File: src/rtl/trap_ctrl.sv
// trap_ctrl: trap and redirect controller at the far end of writeback.
//
// Watches retire/exception/flush status from writeback and raises csr_kill
// to squash younger work. If a cache bus transaction is in flight
// (wb_stall), it waits until the transaction completes. It then captures
// mepc/mcause for exceptions and issues a one-cycle fetch redirect. It also
// owns mtvec, mepc, mcause and the 64-bit minstret counter behind a simple
// CSR port.
//
// Ports:
//   clk_core, reset_n          core clock, async active-low reset
//   wb_valid/wb_exc/wb_flush   writeback status
//   wb_exc_cause               exception code (4 bits)
//   wb_pc                      pc[31:2] of the writeback instruction
//   wb_stall                   writeback frozen behind a bus transaction
//   csr_kill                   squash mem1->wb transfer and younger stages
//   redir_valid, redir_pc      one-cycle fetch redirect strobe and target
//   csr_addr/we/wdata/rdata    CSR access port; rdata is combinational
//
// FSM states:
//   state    | meaning
//   ST_IDLE  | no trap pending
//   ST_HOLD  | event seen while stalled; wb_* inputs are frozen
//   ST_REDIR | redirect strobe high this cycle; new events are ignored
module trap_ctrl #(
  parameter logic [31:0] RESET_MTVEC = 32'h0000_0000
) (
  input  logic        clk_core,
  input  logic        reset_n,
  input  logic        wb_valid,
  input  logic        wb_exc,
  input  logic [3:0]  wb_exc_cause,
  input  logic        wb_flush,
  input  logic [29:0] wb_pc,
  input  logic        wb_stall,
  output logic        csr_kill,
  output logic        redir_valid,
  output logic [29:0] redir_pc,
  input  logic [11:0] csr_addr,
  input  logic        csr_we,
  input  logic [31:0] csr_wdata,
  output logic [31:0] csr_rdata
);

  localparam logic [11:0] ADDR_MTVEC    = 12'h305;
  localparam logic [11:0] ADDR_MEPC     = 12'h341;
  localparam logic [11:0] ADDR_MCAUSE   = 12'h342;
  localparam logic [11:0] ADDR_MINST_LO = 12'hB02;
  localparam logic [11:0] ADDR_MINST_HI = 12'hB82;
  localparam logic [11:0] ADDR_INST_LO  = 12'hC02;
  localparam logic [11:0] ADDR_INST_HI  = 12'hC82;

  typedef enum logic [1:0] {
    ST_IDLE  = 2'd0,
    ST_HOLD  = 2'd1,
    ST_REDIR = 2'd2
  } state_t;

  state_t      state_q;
  logic        redir_valid_q;
  logic [29:0] redir_pc_q;

  logic [29:0] mtvec_q;
  logic [29:0] mepc_q;
  logic [31:0] mcause_q;
  logic [31:0] minst_lo_q, minst_lo_d;
  logic [31:0] minst_hi_q, minst_hi_d;

  logic        evt;
  logic        capture;
  logic        trap_exc;
  logic [29:0] target;
  logic        inc;
  logic [32:0] lo_sum;

  logic wr_mtvec, wr_mepc, wr_mcause, wr_lo, wr_hi;

  assign evt      = wb_exc | (wb_valid & wb_flush);
  assign csr_kill = evt | (state_q != ST_IDLE);

  // In HOLD the writeback registers are frozen, so the event kind is still
  // readable from the live inputs at the moment the stall clears.
  always_comb begin
    capture = 1'b0;
    case (state_q)
      ST_IDLE: capture = evt & ~wb_stall;
      ST_HOLD: capture = ~wb_stall;
      default: capture = 1'b0;
    endcase
  end

  assign trap_exc = capture & wb_exc;
  // Exception wins over flush; flush target wraps naturally at 30 bits.
  assign target   = wb_exc ? mtvec_q : (wb_pc + 30'd1);

  always_ff @(posedge clk_core or negedge reset_n) begin
    if (!reset_n) begin
      state_q       <= ST_IDLE;
      redir_valid_q <= 1'b0;
      redir_pc_q    <= 30'd0;
    end else begin
      redir_valid_q <= 1'b0;
      case (state_q)
        ST_IDLE: begin
          if (evt) begin
            if (wb_stall) begin
              state_q <= ST_HOLD;
            end else begin
              state_q       <= ST_REDIR;
              redir_valid_q <= 1'b1;
              redir_pc_q    <= target;
            end
          end
        end
        ST_HOLD: begin
          if (!wb_stall) begin
            state_q       <= ST_REDIR;
            redir_valid_q <= 1'b1;
            redir_pc_q    <= target;
          end
        end
        ST_REDIR: state_q <= ST_IDLE;
        default:  state_q <= ST_IDLE;
      endcase
    end
  end

  assign redir_valid = redir_valid_q;
  assign redir_pc    = redir_pc_q;

  assign wr_mtvec  = csr_we & (csr_addr == ADDR_MTVEC);
  assign wr_mepc   = csr_we & (csr_addr == ADDR_MEPC);
  assign wr_mcause = csr_we & (csr_addr == ADDR_MCAUSE);
  assign wr_lo     = csr_we & (csr_addr == ADDR_MINST_LO);
  assign wr_hi     = csr_we & (csr_addr == ADDR_MINST_HI);

  always_ff @(posedge clk_core or negedge reset_n) begin
    if (!reset_n) begin
      mtvec_q <= RESET_MTVEC[31:2];
    end else if (wr_mtvec) begin
      mtvec_q <= csr_wdata[31:2];
    end
  end

  // A trap capture takes precedence over a software write in the same cycle.
  always_ff @(posedge clk_core or negedge reset_n) begin
    if (!reset_n) begin
      mepc_q   <= 30'd0;
      mcause_q <= 32'd0;
    end else if (trap_exc) begin
      mepc_q   <= wb_pc;
      mcause_q <= {28'd0, wb_exc_cause};
    end else begin
      if (wr_mepc)   mepc_q   <= csr_wdata[31:2];
      if (wr_mcause) mcause_q <= csr_wdata;
    end
  end

  // A write to one half replaces that half's increment, but the carry out
  // of the old low word still reaches the high word when only low is written.
  assign inc    = wb_valid & ~wb_stall;
  assign lo_sum = {1'b0, minst_lo_q} + {32'd0, inc};

  always_comb begin
    minst_lo_d = lo_sum[31:0];
    minst_hi_d = minst_hi_q + {31'd0, lo_sum[32]};
    if (wr_lo) minst_lo_d = csr_wdata;
    if (wr_hi) minst_hi_d = csr_wdata;
  end

  always_ff @(posedge clk_core or negedge reset_n) begin
    if (!reset_n) begin
      minst_lo_q <= 32'd0;
      minst_hi_q <= 32'd0;
    end else begin
      minst_lo_q <= minst_lo_d;
      minst_hi_q <= minst_hi_d;
    end
  end

  always_comb begin
    csr_rdata = 32'd0;
    case (csr_addr)
      ADDR_MTVEC:    csr_rdata = {mtvec_q, 2'b00};
      ADDR_MEPC:     csr_rdata = {mepc_q, 2'b00};
      ADDR_MCAUSE:   csr_rdata = mcause_q;
      ADDR_MINST_LO: csr_rdata = minst_lo_q;
      ADDR_MINST_HI: csr_rdata = minst_hi_q;
      ADDR_INST_LO:  csr_rdata = minst_lo_q;
      ADDR_INST_HI:  csr_rdata = minst_hi_q;
      default:       csr_rdata = 32'd0;
    endcase
  end

endmodule

File: config.mk
export PLATFORM = sky130hd
export DESIGN_NAME = trap_ctrl
export DESIGN_NICKNAME = d
export VERILOG_FILES = /design/src/rtl/trap_ctrl.sv
export SDC_FILE = /design/constraint.sdc
export NUM_CORES = 1
export LEC_CHECK = 0
export ABC_AREA = 1
export BUFFER_PORTS_ARGS = -buffer_cell sky130_fd_sc_hd__buf_4
export CAP_MARGIN = 10
export CORE_MARGIN = 1
export CORE_UTILIZATION = 64
export DETAILED_ROUTE_END_ITERATION = 10
export PLACE_DENSITY = 0.87
export SETUP_SLACK_MARGIN = 0.5
export SYNTH_ARGS = -nofsm -noshare
export SYNTH_HDL_FRONTEND = slang
export SYNTH_SLANG_ARGS = --single-unit
File: constraint.sdc
create_clock -name clk_core -period 5.7 [get_ports clk_core]
set_input_delay 0.57 -clock clk_core [delete_from_list [all_inputs] [get_ports clk_core]]
set_output_delay 0.57 -clock clk_core [all_outputs]
set_load 0.05 [all_outputs]
* After elaboration in Yosys (flattened, before gate mapping)
Index checks and enable logic that the tools add are counted.
** Word-level totals
- Logic and storage cells :: 61
- Register bits after elaboration :: 189
** Operators by class
- Bitwise operators :: 12
- Reduce and logical (&&, ||, !) cells :: 9
- Muxes and demuxes :: 19
- Equal/unequal tests :: 10
- $add $sub $neg :: 3
** Operator list (number)
- case mux 32 bit (5 select lines) :: 1
- two-way mux 30 bit :: 5
- two-way mux 32 bit :: 4
- case mux 30 bit (2 select lines) :: 1
- equality test 12 bit, second input constant :: 4
- equality test 12 x 10 -> 1 bit, second input constant :: 3
- adder 32 x 1 -> 33 bit :: 1
- adder 32 x 1 -> 32 bit :: 1
- adder 30 x 1 -> 30 bit, second input constant :: 1
- bitwise AND 1 bit :: 9
- nonzero test 2 bit :: 4
- two-way mux 2 bit :: 3
- inequality test 2 bit, second input constant :: 2
- case mux 1 bit (2 select lines) :: 2
- case mux 2 bit (2 select lines) :: 1
- AND reduction 2 bit :: 2
- OR reduction 2 bit :: 2
- equality test 2 x 1 -> 1 bit, second input constant :: 1
- zero test 2 bit :: 1
- two-way mux 1 bit :: 2
- bitwise OR 1 bit :: 2
- NOT 1 bit :: 1

* Logic depth before layout (Yosys ltp)
- Depth in word-level cells :: 6
- Mapped depth :: 18
- Depth with buffers taken out :: 18

* Least setup slack after synthesis
Ideal clock, no wire load.
- Path type :: input port to flip-flop
- Start point :: input wb_valid
- End point :: register minst_hi_q[30]
- Stages :: 18
- Arrival time :: 2890 ps
- Library setup time :: 126 ps
- Path buffers :: 0
- Path slack :: 2684 ps
- Cell sequence :: inv_1 -> nor2_1 -> ha_1 -> ha_1 -> nand3_2 -> nor2_1 -> nand3_1 -> nor4_1 -> ha_1 -> nand2_1 -> nor2_2 -> nand2_1 -> nor2_2 -> nand2_1 -> nand2_1 -> nand2_1 -> nand2_1 -> o21ai_0
** On the way
- Cells in the longest elaborated chain, start to end :: 4
** Ends and longest elaborated chain
- start, declared :: RTL line 30 : input logic wb_valid,
- bitwise AND 1 bit :: RTL line 161 : assign inc = wb_valid & ~wb_stall;
- adder 32 x 1 -> 33 bit :: RTL line 162 : assign lo_sum = {1'b0, minst_lo_q} + {32'd0, inc};
- adder 32 x 1 -> 32 bit :: RTL line 166 : minst_hi_d = minst_hi_q + {31'd0, lo_sum[32]};
- two-way mux 32 bit :: RTL line 168 : if (wr_hi) minst_hi_d = csr_wdata;
- via minst_hi_d[30] :: RTL line 67 : logic [31:0] minst_hi_q, minst_hi_d;
- end signal, assigned :: RTL line 177 : minst_hi_q <= minst_hi_d;
- end, declared :: RTL line 67
The timed path passes the listed nets, and every way through them passes these cells.
A chain may end at the register's enable or synchronous reset.

* Final worst setup path
- Start point :: input wb_stall
- End point :: register minst_hi_q[28]
** On the way
- Cells in the longest elaborated chain, start to end :: 5
** Ends and longest elaborated chain
- start, declared :: RTL line 35 : input logic wb_stall,
- NOT 1 bit :: RTL line 161
- bitwise AND 1 bit :: RTL line 161
- adder 32 x 1 -> 33 bit :: RTL line 162
- adder 32 x 1 -> 32 bit :: RTL line 166
- two-way mux 32 bit :: RTL line 168
- via minst_hi_d[28] :: RTL line 67
The timed path passes the listed nets, and every way through them passes these cells.

==> flow_results.org <==
** Outcome
- The run finished, with violations left.
- Violated checks :: design-rule violations

** Critical path
- Critical Path Start Type :: input port
- Of all nets on the critical path, the largest fanout is 7.
- The worst setup path is captured at a flop.
- Maximum cell stage delay along the critical path :: 0.58 ns
- Critical path buffer and inverter count :: 2
- Cell repeated most along the worst path :: sky130_fd_sc_hd__nand2_1
- Among all stages on the critical path, the largest delay is contributed by sky130_fd_sc_hd__nor2_1.
- Among cell families on the critical path, the largest total delay comes from simple AND/OR/NAND/NOR gates.
- Ordered list of cells on the worst path :: buf_4, nor2_1, ha_1, ha_1, nand3_2, nor2_1, nand3_1, nor4_1, ha_1, nand2_1, nor2_2, inv_1, nor2_1, nand2_1, nand2_1, nand2_1, nand2_1, o21ai_0
- At the worst endpoint, the arrival time is 4.24 ns.
- Worst setup path category :: in -> reg
- For the worst setup path, the data required time is 6.00 ns.

** STA
- Fin Hold WS :: 0.0931 ns
- The number of pins with negative max-slew slack in the final report is 0.
- Setup violations remaining at the end of the flow were counted as 0.
- For this run, the top clock speed supported by timing is 0.254 GHz.
- The final hold violation count came to 0.
- Setup repair after global routing left no endpoint under its margin.
- Final clock period utilization by the worst path :: 69.2%
- Crit path time final :: 3.94 ns
- Total negative setup slack :: 0 ns
- Actual transition at the worst max-transition pin :: 1.23 ns
- Setup clock skew after layout :: 0.0108 ns
- The worst pin sits at a relative slew slack of 17.9%.

** Clocking
- Clock tree sinks :: 189
- Counting the buffers created by CTS gives 17.
- Clock transition time at the flip-flop clock pins of the worst setup and hold paths :: 0.07 ns
- Post-CTS repair timing setup buffer count :: 0
- Hold repair after CTS inserted 0 buffers.
- The root buffer cell chosen for the clock tree is sky130_fd_sc_hd__clkbuf_16.
- Deepest clock path buffer count :: 2
- The H-tree was split into 4 levels.
- TritonCTS clock tree :: yes
- Post-CTS repair changed the size of 0 cells.
- Skew-Pair Late Insertion Delay :: 0.45 ns

** Routing
- The first TritonRoute pass finished after 10 iterations.
- Summing over every cut layer, the via total after detailed routing is 13200.
- In the routed layout, each cell is associated on average with a via count of 5.98.
- DRC :: 2
- Post-DRT Antenna Nets :: 0
- The final layout contains routed wiring with a total length of 44800 µm.
- In the final routed layout, each cell accounts on average for 20.3 µm.
- For this block, the initial DRC count from the detailed router was 1896.

** Die
- Y dimension of the die :: 139 µm
- After floorplanning, the core was divided into 49 placement rows.
- I/O pin count :: 149
- The floorplan step defined a die boundary enclosing 19400 µm².
- Initial cell density of the core :: 66.1%
- In this run the standard cell core region covers 18200 µm².
- The floorplan step set the die width to 139 µm.

** Logic synthesis
- Net count after synthesis :: 1946
- Area of the mapped netlist :: 12000 µm²
- Share of synthesized area occupied by flip-flops and latches :: 39.3%
- After synthesis, the largest family of logic cells by area is simple AND/OR/NAND/NOR gates.
- Summing the areas of all and, or, nand and nor instances in the mapped netlist gives 40.0% of the synthesized area.
- Leading cell types by total area after synthesis :: sky130_fd_sc_hd__dfrtp_1, sky130_fd_sc_hd__nand2_1, sky130_fd_sc_hd__nand3_1
- Library cell occupying the most area in the post-synthesis netlist :: sky130_fd_sc_hd__dfrtp_1
- Average footprint of a synthesized cell :: 6.49 µm²
- Count of cell types in the netlist :: 36
- Synthesis produced a netlist whose cell count is 1856.
- Summing the areas of all compound-gate instances in the mapped netlist gives 8.62% of the synthesized area.
- Summing the areas of all fa, ha and maj instances in the mapped netlist gives 0.519% of the synthesized area.
- Area share of the largest cell type after synthesis :: 39.3%
- During synthesis, Yosys emitted a total of 0 warnings.
- Summing the areas of all xor and xnor instances in the mapped netlist gives 2.40% of the synthesized area.
- Number of register bits inferred by synthesis :: 189
- The portion of synthesized area spent on multiplexers is 0.0831%.

** GRT
- The initial antenna violation count is 5.
- The via count of the first global-routing pass was 12400.
- For this run, the total global-route usage over all layers was measured as 47.3%.
- Aggregate global routing overflow :: 0
- The first global-routing pass estimated 68400 µm of wire.
- Maximum number of pins on one net before global-route repair :: 93

** Layout
- Leaving out fill and tap cells, the most frequent cell in the layout is sky130_fd_sc_hd__nand2_1.
- Final layout net count :: 2051
- Highest-count cells in the layout ignoring fill and taps :: sky130_fd_sc_hd__nand2_1, sky130_fd_sc_hd__nor2_1, sky130_fd_sc_hd__nand3_1, sky130_fd_sc_hd__inv_1, sky130_fd_sc_hd__dfrtp_1
- From synthesis to final layout, the design area changed by 14.3%.
- Of the cells placed in the final design, the portion with a size suffix greater than 1 is 11.7%.
- Once layout is done, the placed cells without fillers occupy 13800 µm².
- Post-layout utilization of the core :: 75.6%

** Worst hold path
- Hold crit path type :: in -> async

** Placement
- Hpwl dp :: 33300 µm
- Placer's final routability congestion estimate :: 1.04
- The count of buffers added on input and output ports is 148.
- Cell area after placement :: 13100 µm²

** Power and ir drop
- Leakage power :: 0.00710 µW
- Total power per unit cell area :: 255 nW/µm²
- Worst supply voltage drop on vdd :: 0.000217 V

** Run
- Max-cap check violation count :: 0
-- cells in the mapped netlist --
library cell                 n
sky130_fd_sc_hd__nand2_1   685
sky130_fd_sc_hd__nor2_1    239
sky130_fd_sc_hd__nand3_1   197
sky130_fd_sc_hd__dfrtp_1   189
sky130_fd_sc_hd__inv_1     189
sky130_fd_sc_hd__o21ai_0   132
sky130_fd_sc_hd__o21ai_1    28
sky130_fd_sc_hd__buf_2      27
sky130_fd_sc_hd__clkbuf_1   22
sky130_fd_sc_hd__xor2_1     17
sky130_fd_sc_hd__xnor2_1    16
sky130_fd_sc_hd__nand3b_1   11
sky130_fd_sc_hd__nand2_2    10
sky130_fd_sc_hd__o21ai_2    10
sky130_fd_sc_hd__a21oi_1     9
sky130_fd_sc_hd__a22oi_1     8
sky130_fd_sc_hd__nor2_2      8
sky130_fd_sc_hd__buf_4       7
sky130_fd_sc_hd__inv_2       7
sky130_fd_sc_hd__nand4_1     7
sky130_fd_sc_hd__buf_6       6
sky130_fd_sc_hd__buf_1       5
sky130_fd_sc_hd__ha_1        5
sky130_fd_sc_hd__nand3_2     5
sky130_fd_sc_hd__o211ai_1    3
sky130_fd_sc_hd__a21o_1      2
sky130_fd_sc_hd__nor2_4      2
sky130_fd_sc_hd__nor3_1      2
sky130_fd_sc_hd__and2_1      1
sky130_fd_sc_hd__clkinv_1    1
sky130_fd_sc_hd__clkinv_2    1
sky130_fd_sc_hd__mux2i_1     1
sky130_fd_sc_hd__nand2_4     1
sky130_fd_sc_hd__nand4_2     1
sky130_fd_sc_hd__nor4_1      1
sky130_fd_sc_hd__o21bai_1    1
-- power by group --
group          internal [µW]  leakage (µW)  switching [µW]
combinational            199       0.00432             446
sequential              1450       0.00248            94.8
clock                    708      0.000304             604
-- final cells by class --
class                   instances  area (µm²)
diodes                          1        2.50
clock buffers                  17         425
clock inverters                15         205
fillers                      1504        4440
inverters                     198         744
multi-input cells            1402        6220
flip-flops and latches        189        4730
well taps                     229         287
repair buffers                153        1150
-- sequential cells by signal (all words and copies together), names as in the netlist --
register and flops:
mcause_q 32, minst_hi_q 32, state_q 2, mtvec_q 30
minst_lo_q 32, redir_pc 30, mepc_q 30, redir_valid 1
-- cells by family after synthesis --
family | Yosys count
simple gates | 1170
buf+inv | 265
compound gates | 193
flops | 189
xor+xnor | 33
fa+ha+maj | 5
mux | 1
-- through the flow --
stage / power (µW) / std cells / worst slack, ns
after detailed placement: 2200 / 2171 / 1.52
final: 3510 / 2204 / 1.76
after global routing: 3600 / 2203 / 1.35
after global placement: 2180 / 2171 / 1.64
after floorplan: 1940 / 1856 / 2.68
after CTS: 3480 / 2203 / 1.96
-- worst paths after layout --
check                               start             end  slack (ns)  depth (start not counted)
setup / recovery                 wb_stall  minst_hi_q[28]        1.76                         18
hold / removal                    reset_n   minst_lo_q[4]        0.09                          1
setup reg to reg           minst_lo_q[12]  minst_hi_q[28]        2.27                         14
hold reg to reg                state_q[1]      state_q[0]        0.43                          1
max in group asynchronous         reset_n     mtvec_q[22]        4.33                          2
min in group clk_core       csr_wdata[21]  minst_lo_q[21]        0.38                          3
-- worst register-to-register path, stage by stage (launching register included) --
cell and delay (ns):
sky130_fd_sc_hd__dfrtp_1 0.44, sky130_fd_sc_hd__nand2_1 0.10, sky130_fd_sc_hd__nor2_1 0.67, sky130_fd_sc_hd__nand3_1 0.24, sky130_fd_sc_hd__nor4_1 0.41, sky130_fd_sc_hd__ha_1 0.24, sky130_fd_sc_hd__nand2_1 0.15, sky130_fd_sc_hd__nor2_2 0.35
sky130_fd_sc_hd__inv_1 0.10, sky130_fd_sc_hd__nor2_1 0.23, sky130_fd_sc_hd__nand2_1 0.09, sky130_fd_sc_hd__nand2_1 0.07, sky130_fd_sc_hd__nand2_1 0.05, sky130_fd_sc_hd__nand2_1 0.04, sky130_fd_sc_hd__o21ai_0 0.10
-- routing by layer --
metal / vias to the layer above / global-route usage, % / share of wire [%]
li1: 6025 / - / -
met1: 5944 / 59.5 / 36
met2: 1012 / 70.0 / 42
met3: 198 / 15.5 / 14
met4: 4 / 31.1 / 7.3
met5: - / 0 / 0.060
No activity file was read; power rests on OpenSTA's default activity.
